[src/rtl/soc_io_responder.sv]
// Memory-mapped DE10-Lite board IO responder: LEDR, six 7-segment digits, SW and KEY.
// Single-outstanding valid/ready request/response; SW/KEY are synchronised and debounced.
module soc_io_responder #(
    parameter int DEBOUNCE_CYCLES = 16,
    parameter int ADDR_W          = 4
) (
    input  logic              clk,
    input  logic              reset_n,
    input  logic              req_valid,
    output logic              req_ready,
    input  logic              req_write,
    input  logic [ADDR_W-1:0] req_addr,
    input  logic [31:0]       req_wdata,
    output logic              resp_valid,
    input  logic              resp_ready,
    output logic [31:0]       resp_rdata,
    input  logic [9:0]        sw_in,
    input  logic [1:0]        key_in,
    output logic [9:0]        ledr_out,
    output logic [47:0]       hex_out
);

    localparam int CW = $clog2(DEBOUNCE_CYCLES + 1);
    localparam logic [CW-1:0] DB_LAST = CW'(DEBOUNCE_CYCLES - 1);

    localparam logic [ADDR_W-1:0] A_LEDR   = ADDR_W'(0);
    localparam logic [ADDR_W-1:0] A_DIGITS = ADDR_W'(1);
    localparam logic [ADDR_W-1:0] A_HEXCTL = ADDR_W'(2);
    localparam logic [ADDR_W-1:0] A_SW     = ADDR_W'(3);
    localparam logic [ADDR_W-1:0] A_KEY    = ADDR_W'(4);
    localparam logic [ADDR_W-1:0] A_KEYEVT = ADDR_W'(5);
    localparam logic [ADDR_W-1:0] A_CYCLES = ADDR_W'(6);

    logic          r_resp_valid;
    logic [31:0]   r_resp_rdata;
    logic [9:0]    r_ledr;
    logic [23:0]   r_digits;
    logic [5:0]    r_blank;
    logic [5:0]    r_dp;
    logic [1:0]    r_keyevt;
    logic [31:0]   r_cycles;
    // Bits [11:10] carry KEY already inverted to pressed=1, [9:0] carry SW.
    logic [11:0]   r_sync1;
    logic [11:0]   r_sync2;
    logic [11:0]   r_in_db;
    logic [CW-1:0] r_db_cnt [12];

    logic [11:0]   w_db_nxt;
    logic [CW-1:0] w_db_cnt_nxt [12];
    logic [1:0]    w_key_rise;
    logic [1:0]    w_evt_clr;
    logic          w_accept;
    logic          w_wr;
    logic [31:0]   w_rdata;
    logic [47:0]   w_hex;
    logic          w_unused_wdata;

    function automatic logic [6:0] seg7(input logic [3:0] nib);
        logic [6:0] s;
        case (nib)
            4'h0:    s = 7'h40;
            4'h1:    s = 7'h79;
            4'h2:    s = 7'h24;
            4'h3:    s = 7'h30;
            4'h4:    s = 7'h19;
            4'h5:    s = 7'h12;
            4'h6:    s = 7'h02;
            4'h7:    s = 7'h78;
            4'h8:    s = 7'h00;
            4'h9:    s = 7'h10;
            4'hA:    s = 7'h08;
            4'hB:    s = 7'h03;
            4'hC:    s = 7'h46;
            4'hD:    s = 7'h21;
            4'hE:    s = 7'h06;
            4'hF:    s = 7'h0E;
            default: s = 7'h7F;
        endcase
        return s;
    endfunction

    assign w_accept       = req_valid & ~r_resp_valid;
    assign w_wr           = w_accept & req_write;
    assign w_unused_wdata = ^req_wdata[31:24];

    assign req_ready  = ~r_resp_valid;
    assign resp_valid = r_resp_valid;
    assign resp_rdata = r_resp_rdata;
    assign ledr_out   = r_ledr;
    assign hex_out    = w_hex;

    // Debounce next-state: a bit flips only after DEBOUNCE_CYCLES consecutive differing samples.
    always_comb begin
        w_db_nxt = r_in_db;
        for (int i = 0; i < 12; i++) begin
            w_db_cnt_nxt[i] = '0;
            if (r_sync2[i] != r_in_db[i]) begin
                if (r_db_cnt[i] == DB_LAST) begin
                    w_db_nxt[i] = r_sync2[i];
                end else begin
                    w_db_cnt_nxt[i] = r_db_cnt[i] + {{(CW-1){1'b0}}, 1'b1};
                end
            end else begin
                w_db_cnt_nxt[i] = '0;
            end
        end
        w_key_rise = w_db_nxt[11:10] & ~r_in_db[11:10];
    end

    // W1C mask for the key event register.
    always_comb begin
        if (w_wr && (req_addr == A_KEYEVT)) begin
            w_evt_clr = req_wdata[1:0];
        end else begin
            w_evt_clr = 2'b00;
        end
    end

    // Load data multiplexer over the register window.
    always_comb begin
        w_rdata = 32'd0;
        case (req_addr)
            A_LEDR:   w_rdata = {22'd0, r_ledr};
            A_DIGITS: w_rdata = {8'd0, r_digits};
            A_HEXCTL: w_rdata = {20'd0, r_dp, r_blank};
            A_SW:     w_rdata = {22'd0, r_in_db[9:0]};
            A_KEY:    w_rdata = {30'd0, r_in_db[11:10]};
            A_KEYEVT: w_rdata = {30'd0, r_keyevt};
            A_CYCLES: w_rdata = r_cycles;
            default:  w_rdata = 32'd0;
        endcase
    end

    // Seven-segment decode; a blanked digit also suppresses its dp.
    always_comb begin
        w_hex = 48'd0;
        for (int n = 0; n < 6; n++) begin
            if (r_blank[n]) begin
                w_hex[8*n +: 8] = 8'hFF;
            end else begin
                w_hex[8*n +: 8] = {~r_dp[n], seg7(r_digits[4*n +: 4])};
            end
        end
    end

    // Request/response handshake; reset drops any pending response.
    always_ff @(posedge clk or negedge reset_n) begin
        if (!reset_n) begin
            r_resp_valid <= 1'b0;
            r_resp_rdata <= 32'd0;
        end else if (w_accept) begin
            r_resp_valid <= 1'b1;
            r_resp_rdata <= req_write ? 32'd0 : w_rdata;
        end else if (resp_ready) begin
            r_resp_valid <= 1'b0;
        end else begin
            r_resp_valid <= r_resp_valid;
        end
    end

    // Writable control registers and the free-running cycle counter.
    always_ff @(posedge clk or negedge reset_n) begin
        if (!reset_n) begin
            r_ledr   <= 10'd0;
            r_digits <= 24'd0;
            r_blank  <= 6'h3F;
            r_dp     <= 6'd0;
            r_cycles <= 32'd0;
        end else begin
            r_cycles <= r_cycles + 32'd1;
            if (w_wr && (req_addr == A_LEDR)) begin
                r_ledr <= req_wdata[9:0];
            end
            if (w_wr && (req_addr == A_DIGITS)) begin
                r_digits <= req_wdata[23:0];
            end
            if (w_wr && (req_addr == A_HEXCTL)) begin
                r_blank <= req_wdata[5:0];
                r_dp    <= req_wdata[11:6];
            end
        end
    end

    // Input synchroniser, debouncer and sticky key events (a set beats a same-cycle clear).
    always_ff @(posedge clk or negedge reset_n) begin
        if (!reset_n) begin
            r_sync1  <= 12'd0;
            r_sync2  <= 12'd0;
            r_in_db  <= 12'd0;
            r_keyevt <= 2'b00;
            for (int i = 0; i < 12; i++) begin
                r_db_cnt[i] <= '0;
            end
        end else begin
            r_sync1  <= {~key_in, sw_in};
            r_sync2  <= r_sync1;
            r_in_db  <= w_db_nxt;
            r_keyevt <= (r_keyevt & ~w_evt_clr) | w_key_rise;
            for (int i = 0; i < 12; i++) begin
                r_db_cnt[i] <= w_db_cnt_nxt[i];
            end
        end
    end

endmodule

[config.mk]
export PLATFORM = sky130hd
export DESIGN_NAME = soc_io_responder
export DESIGN_NICKNAME = d
export VERILOG_FILES = /design/src/rtl/soc_io_responder.sv
export SDC_FILE = /design/constraint.sdc
export NUM_CORES = 1
export LEC_CHECK = 0
export CAP_MARGIN = 10
export CORE_MARGIN = 1
export CORE_UTILIZATION = 58
export CTS_CLUSTER_DIAMETER = 200
export DETAILED_ROUTE_END_ITERATION = 16
export GPL_TIMING_DRIVEN = 0
export PLACE_DENSITY_LB_ADDON = 0.05
export SLEW_MARGIN = 20
export SYNTH_ARGS = -nofsm -noshare
export SYNTH_HDL_FRONTEND = slang
export SYNTH_SLANG_ARGS = --single-unit
[constraint.sdc]
create_clock -name clk -period 3.4 [get_ports clk]
set_input_delay 0.51 -clock clk [delete_from_list [all_inputs] [get_ports clk]]
set_output_delay 0.51 -clock clk [all_outputs]
set_load 0.1 [all_outputs]
==> Word level (Yosys, flattened, before mapping) <==
Memory sizes are Yosys's and may differ from the RTL's.
Cells that the tools add are included.
{ "classes": {"shifts": 0, "div": 0, "multipliers": 0, "add_sub_neg": 13, "bitwise": 15, "n_mux": 39, "reduce_logical": 16, "n_lt_le_gt_ge": 0, "eq_ne": 30} }
{ "op_table": {"columns": ["cell", "count"], "rows": [
  ["$pmux 32 s7", 1],
  ["$mux 5", 24],
  ["$add 5x1->5 const B", 12],
  ["$eq 5x4->1 const B", 12],
  ["$mux 8", 6],
  ["$add 32x1->32 const B", 1],
  ["$mux 32", 1],
  ["$reduce_and 2->1", 10],
  ["$eq 4x3->1 const B", 3],
  ["$ne 1x1->1", 12],
  ["$eq 4x2->1 const B", 2],
  ["$not 1->1", 7],
  ["$mux 1", 6],
  ["$not 2->2", 3],
  ["$and 2x2->2", 2],
  ["$eq 4x1->1 const B", 1],
  ["$logic_and 1x1->1", 4],
  ["$logic_not 4->1", 1],
  ["$and 1x1->1", 2],
  ["$mux 2", 1],
  ["$or 2x2->2", 1],
  ["$reduce_bool 2->1", 1]
]} }
{ "totals": {"romBits": 672, "mem_count": 6, "reg_bits": 209, "inputBits": 53, "output_inout_bits": 92, "latchBits": 0, "mem_bits_rw": 0} }
{ "memory_table": {"columns": ["memory", "words", "word_bits", "rd", "rd_ports_with_merged_regs", "write_ports", "line_no", "text"], "rows": [
  ["(name not given)", 16, 7, 1, 0, 0, "60", "case (nib)"],
  ["(name not given)", 16, 7, 1, 0, 0, "60", null],
  ["(name not given)", 16, 7, 1, 0, 0, "60", null],
  ["(name not given)", 16, 7, 1, 0, 0, "60", null],
  ["(name not given)", 16, 7, 1, 0, 0, "60", null],
  ["(name not given)", 16, 7, 1, 0, 0, "60", null]
]} }

==> Longest topological paths before layout <==
{ "depth": {"word_depth": 8, "depth_mapped": 7, "depth_no_buf": 6} }

==> Least setup slack after synthesis <==
OpenSTA, ideal clock, no wires.
{ "synth_timing": {"path_type": "flip-flop to output port", "startpoint": "reg r_digits[19]", "endpoint": "out hex_out[36]", "path_buffers": 2, "required_ps": 2890, "path_stages_with_launch": 6, "path_slack_ps": -243, "t_arrival_ps": 3133, "cell_sequence": "dfrtp_1 > clkbuf_1 > clkbuf_1 > nand2_1 > o21a_1 > o21ai_0"} }
{ "synth_between": {"elab_chain_len": 2} }
{ "synth_rtl": {"columns": ["item", "line_no", "text"], "rows": [
  ["start: declaration", "37", "logic [23:0] r_digits;"],
  ["start signal: assignment", "175", "r_digits <= req_wdata[23:0];"],
  ["$mem_v2 16x7", null, null],
  ["$mux 8", "138", "if (r_blank[n]) begin"],
  ["end: declaration", "20", "output logic [47:0] hex_out"]
]} }
Every way passes these cells.

==> Worst setup path in the final report <==
{ "layout_timing": {"startpoint": "reg r_blank[5]", "endpoint": "out hex_out[47]"} }
{ "layout_between": {"elab_chain_len": 1} }
{ "layout_rtl": {"columns": ["item", "line_no", "text"], "rows": [
  ["start: declaration", "38", "logic [5:0] r_blank;"],
  ["start signal: assignment", "178", "r_blank <= req_wdata[5:0];"],
  ["$mux 8", "138", null]
]} }
Every way passes these cells.

==> results.yml <==
run_status:
  status: "complete, no violations"
sta:
  setup_viol: 0
  fmax_mhz: 301
  tns_ps: 0
  max-slew-margin-rel_pct: 29.2
  hold_violations: 0
  fin_skew_ps: 9.44
  rsz0062_at_grt: "no"
  tightest_slew_ps: 1060
  maxSlewViolCount: 0
  period_needed_ps: 3320
  worst_slack_ps: 75.9
  fin_crit_sh_pct: 97.8
clock_network:
  clk_pin_slew_ps: 60
  cts_inserted_buffers: 23
  cts_sinks: 209
  cts_buffer_depth: 3
  clkLatencyLatePin_ps: 510
  htree_levels: 1
  cts_root_buffer: "clkbuf_16"
  cts_tree: "yes"
route:
  num_vias: 7476
  drt-total-wl_um: 23100
  ant_nets: 0
  drt_iter0_drc: 565
  firstDrtPassIters: 8
  wl_per_cell_um: 17.3
  drc: 0
  vias_per_cell: 5.59
yosys:
  yosysTopAreaCellShare_pct: 50.0
  ys_seq_area_share_pct: 51.6
  synth_cells: 934
  syn_area_um2: 10200
  ys_warn_count: 0
  synth_area_leader_cell: "dfrtp_1"
  ys_types: 45
  avgSynthCellArea_um2: 10.9
  synth.net_count: 1036
  synth_edf_count: 0
  synth_area_leaders: "dfrtp_1 50%, ha_1 6.0%, mux2_2 5.2%"
  synth_top_flop_cell: "dfrtp_1"
  synthArstFlopShare_pct: 100
  ys_ff_latch: 209
cells_and_area:
  fin_util_pct: 73.0
  area_growth_syn_to_layout_pct: 23.6
  antenna_cells: 0
  finalNonFillerCells: 1338
  num-nets-final: 1199
  seq_area_um2: 5240
  fillCellCount: 1292
  multi_input_area_um2: 4610
  drive_above_1_share_pct: 12.7
pwr:
  pwr-share-clk_pct: 28.0
  p_comb_share_pct: 40.0
  p_per_area_nw_per_um2: 706
  p_int_mw: 4.97
  p_leak_nw: 6.07
  power.share.switching_pct: 43.8
  switchingPower_mw: 3.88
  ir_worst_vdd_mv: 0.849
  p_total_mw: 8.85
  seqPwrFrac_pct: 32.0
place:
  pre_cts_ws_ps: 194
  dp.cells: 1296
  io_buffers: 135
  globalplace.congestion: 0.905
  dpl.hpwl_um: 16500
floorplanning:
  fp.dieW_um: 134
  ioPinCount: 145
  coreArea_um2: 17200
  die-area_um2: 18000
  die_y_um: 134
  rows: 48
  start_util_pct: 59.1
global_routing:
  grt_max_degree: 84
  grt_first_pass_wirelength_um: 37400
  overflow: 0
  antenna_found_initial: 1
  grt_use_total_pct: 26.3
  grt_pass1_vias: 7204
worst_setup_path:
  critical_path.cell_chain: "clkbuf_1, nand2b_1, clkdlybuf4s50_1"
  path_class: "reg -> out"
  required_ps: 2890
  reg2reg_slack_ps: 960
  worstPathArrival_ps: 2810
  crit_path_end_kind: "output pin"
  cp_slowest_cell: "clkdlybuf4s50_1"
  worstSetupStartpointType: "register"
  worst-path-max-fanout: 10
  cpPeakStageDelay_ps: 1160
hold_path:
  hold_class: "reg -> reg"
flow_run:
  cap_violations: 0
-- worst max-delay path, delay by kind of cell, from the launching register on --
kind	cells	cell delay (ps)
buffers and inverters	2	1550
DFF	1	510
and+or+nand+nor	1	250
-- cell usage in the layout (no fill, tap or decap), types with 8 or more instances in the layout --
| master | count |
|---|---|
| nor3_1 | 11 |
| clkbuf_1 | 33 |
| nor2b_1 | 11 |
| ha_1 | 49 |
| a22oi_1 | 13 |
| nand2_1 | 101 |
| clkinv_2 | 8 |
| a211o_1 | 12 |
| mux2i_1 | 17 |
| a222oi_1 | 10 |
| o21ai_0 | 54 |
| a22o_1 | 9 |
| clkdlybuf4s50_1 | 92 |
| dlygate4sd2_1 | 25 |
| dfrtp_1 | 203 |
| xor2_1 | 44 |
| buf_2 | 13 |
| a221o_1 | 12 |
| o21ai_1 | 8 |
| clkbuf_2 | 11 |
| and3_1 | 23 |
| nand2b_1 | 10 |
| nor2_1 | 76 |
| mux2_2 | 47 |
| xnor2_1 | 22 |
| clkbuf_16 | 23 |
| and2_1 | 22 |
| inv_1 | 31 |
| nand3_1 | 46 |
| a21boi_0 | 8 |
-- synth_stat cells, drive strengths merged, types with 8 or more instances --
library cell	count
xor2	44
xnor2	22
a22o	9
nand2b	10
a22oi	13
dfrtp	203
mux2i	17
buf	15
nand2	101
ha	49
and2	22
nor2	76
mux2	47
o21ai	62
clkbuf	30
inv	31
nand3	47
a211o	12
a221o	12
a21boi	8
nor3	11
nor2b	11
and3	23
a222oi	10
-- metal layers --
metal / global-route usage, % / vias up / wire length, µm
met3: 4.27 / 35 / 1430
met1: 37.4 / 3638 / 10300
met4: 5.62 / 2 / 357
met2: 42.9 / 234 / 11000
li1: - / 3567 / -
met5: 0 / - / 11
-- state kept, by name, indices dropped and copies added, names as in the netlist --
name and flops:
r_cycles 32, r_sync1 12, resp_rdata 32, r_keyevt 2, r_digits 24, r_sync2 12
r_blank 6, ledr_out 10, resp_valid 1, r_db_cnt 60, r_in_db 12, r_dp 6
-- power groups by stage --
stage	clock, mW	sequential [mW]	combinational, mW
after floorplan	0	3.02	2.67
after global placement	0	2.86	3.64
after detailed placement	0	2.87	3.67
after CTS	2.52	2.83	3.56
after global routing	2.62	2.85	3.71
final	2.48	2.83	3.54
-- what timing repair did --
| action | CTS | global route |
|---|---|---|
| hold buffers | 1 | 0 |
| setup buffers | 0 | 0 |
| endpoints found under the setup margin | 37 | 17 |
| endpoints found under the hold margin | 59 | 0 |
| resized for setup | 37 | 28 |
-- through the flow --
step | instance area [µm²] | hold slack (ps)
after global routing | 12500 | 353
final | 12500 | 347
after CTS | 12600 | 339
after floorplan | 10200 | 214
after detailed placement | 11800 | 335
after global placement | 11800 | 332
-- area by class of cell --
class	count	area share [%]
flip-flops and latches	209	41.8
multi-input cells	649	36.7
repair buffers	138	10.7
clock buffers	30	5.12
well taps	225	2.24
plain buffers	45	1.54
clock inverters	11	0.958
inverters	31	0.928
-- final timing paths --
check | from | endpoint | depth (start not counted)
setup / recovery | r_blank[5] | hex_out[47] | 3
hold / removal | r_sync1[1] | r_sync2[1] | 0
setup reg to reg | resp_valid | r_keyevt[1] | 6
hold reg to reg | r_sync1[1] | r_sync2[1] | 0
max in group asynchronous | reset_n | r_blank[1] | 3
min in group asynchronous | reset_n | r_db_cnt[41] | 2
-- kinds of logic (layout without fill, tap and decap cells) --
kind of cell,count (synthesis),count (layout),synth area share (%)
mux,71,71,8.44
simple gates,321,321,15.5
flops,209,209,51.6
buf+inv,76,255,3.04
fa+ha+maj,49,49,6.04
xor+xnor,66,66,5.69
compound gates,142,142,9.67
Note: power is estimated with default switching activity, not from simulation.
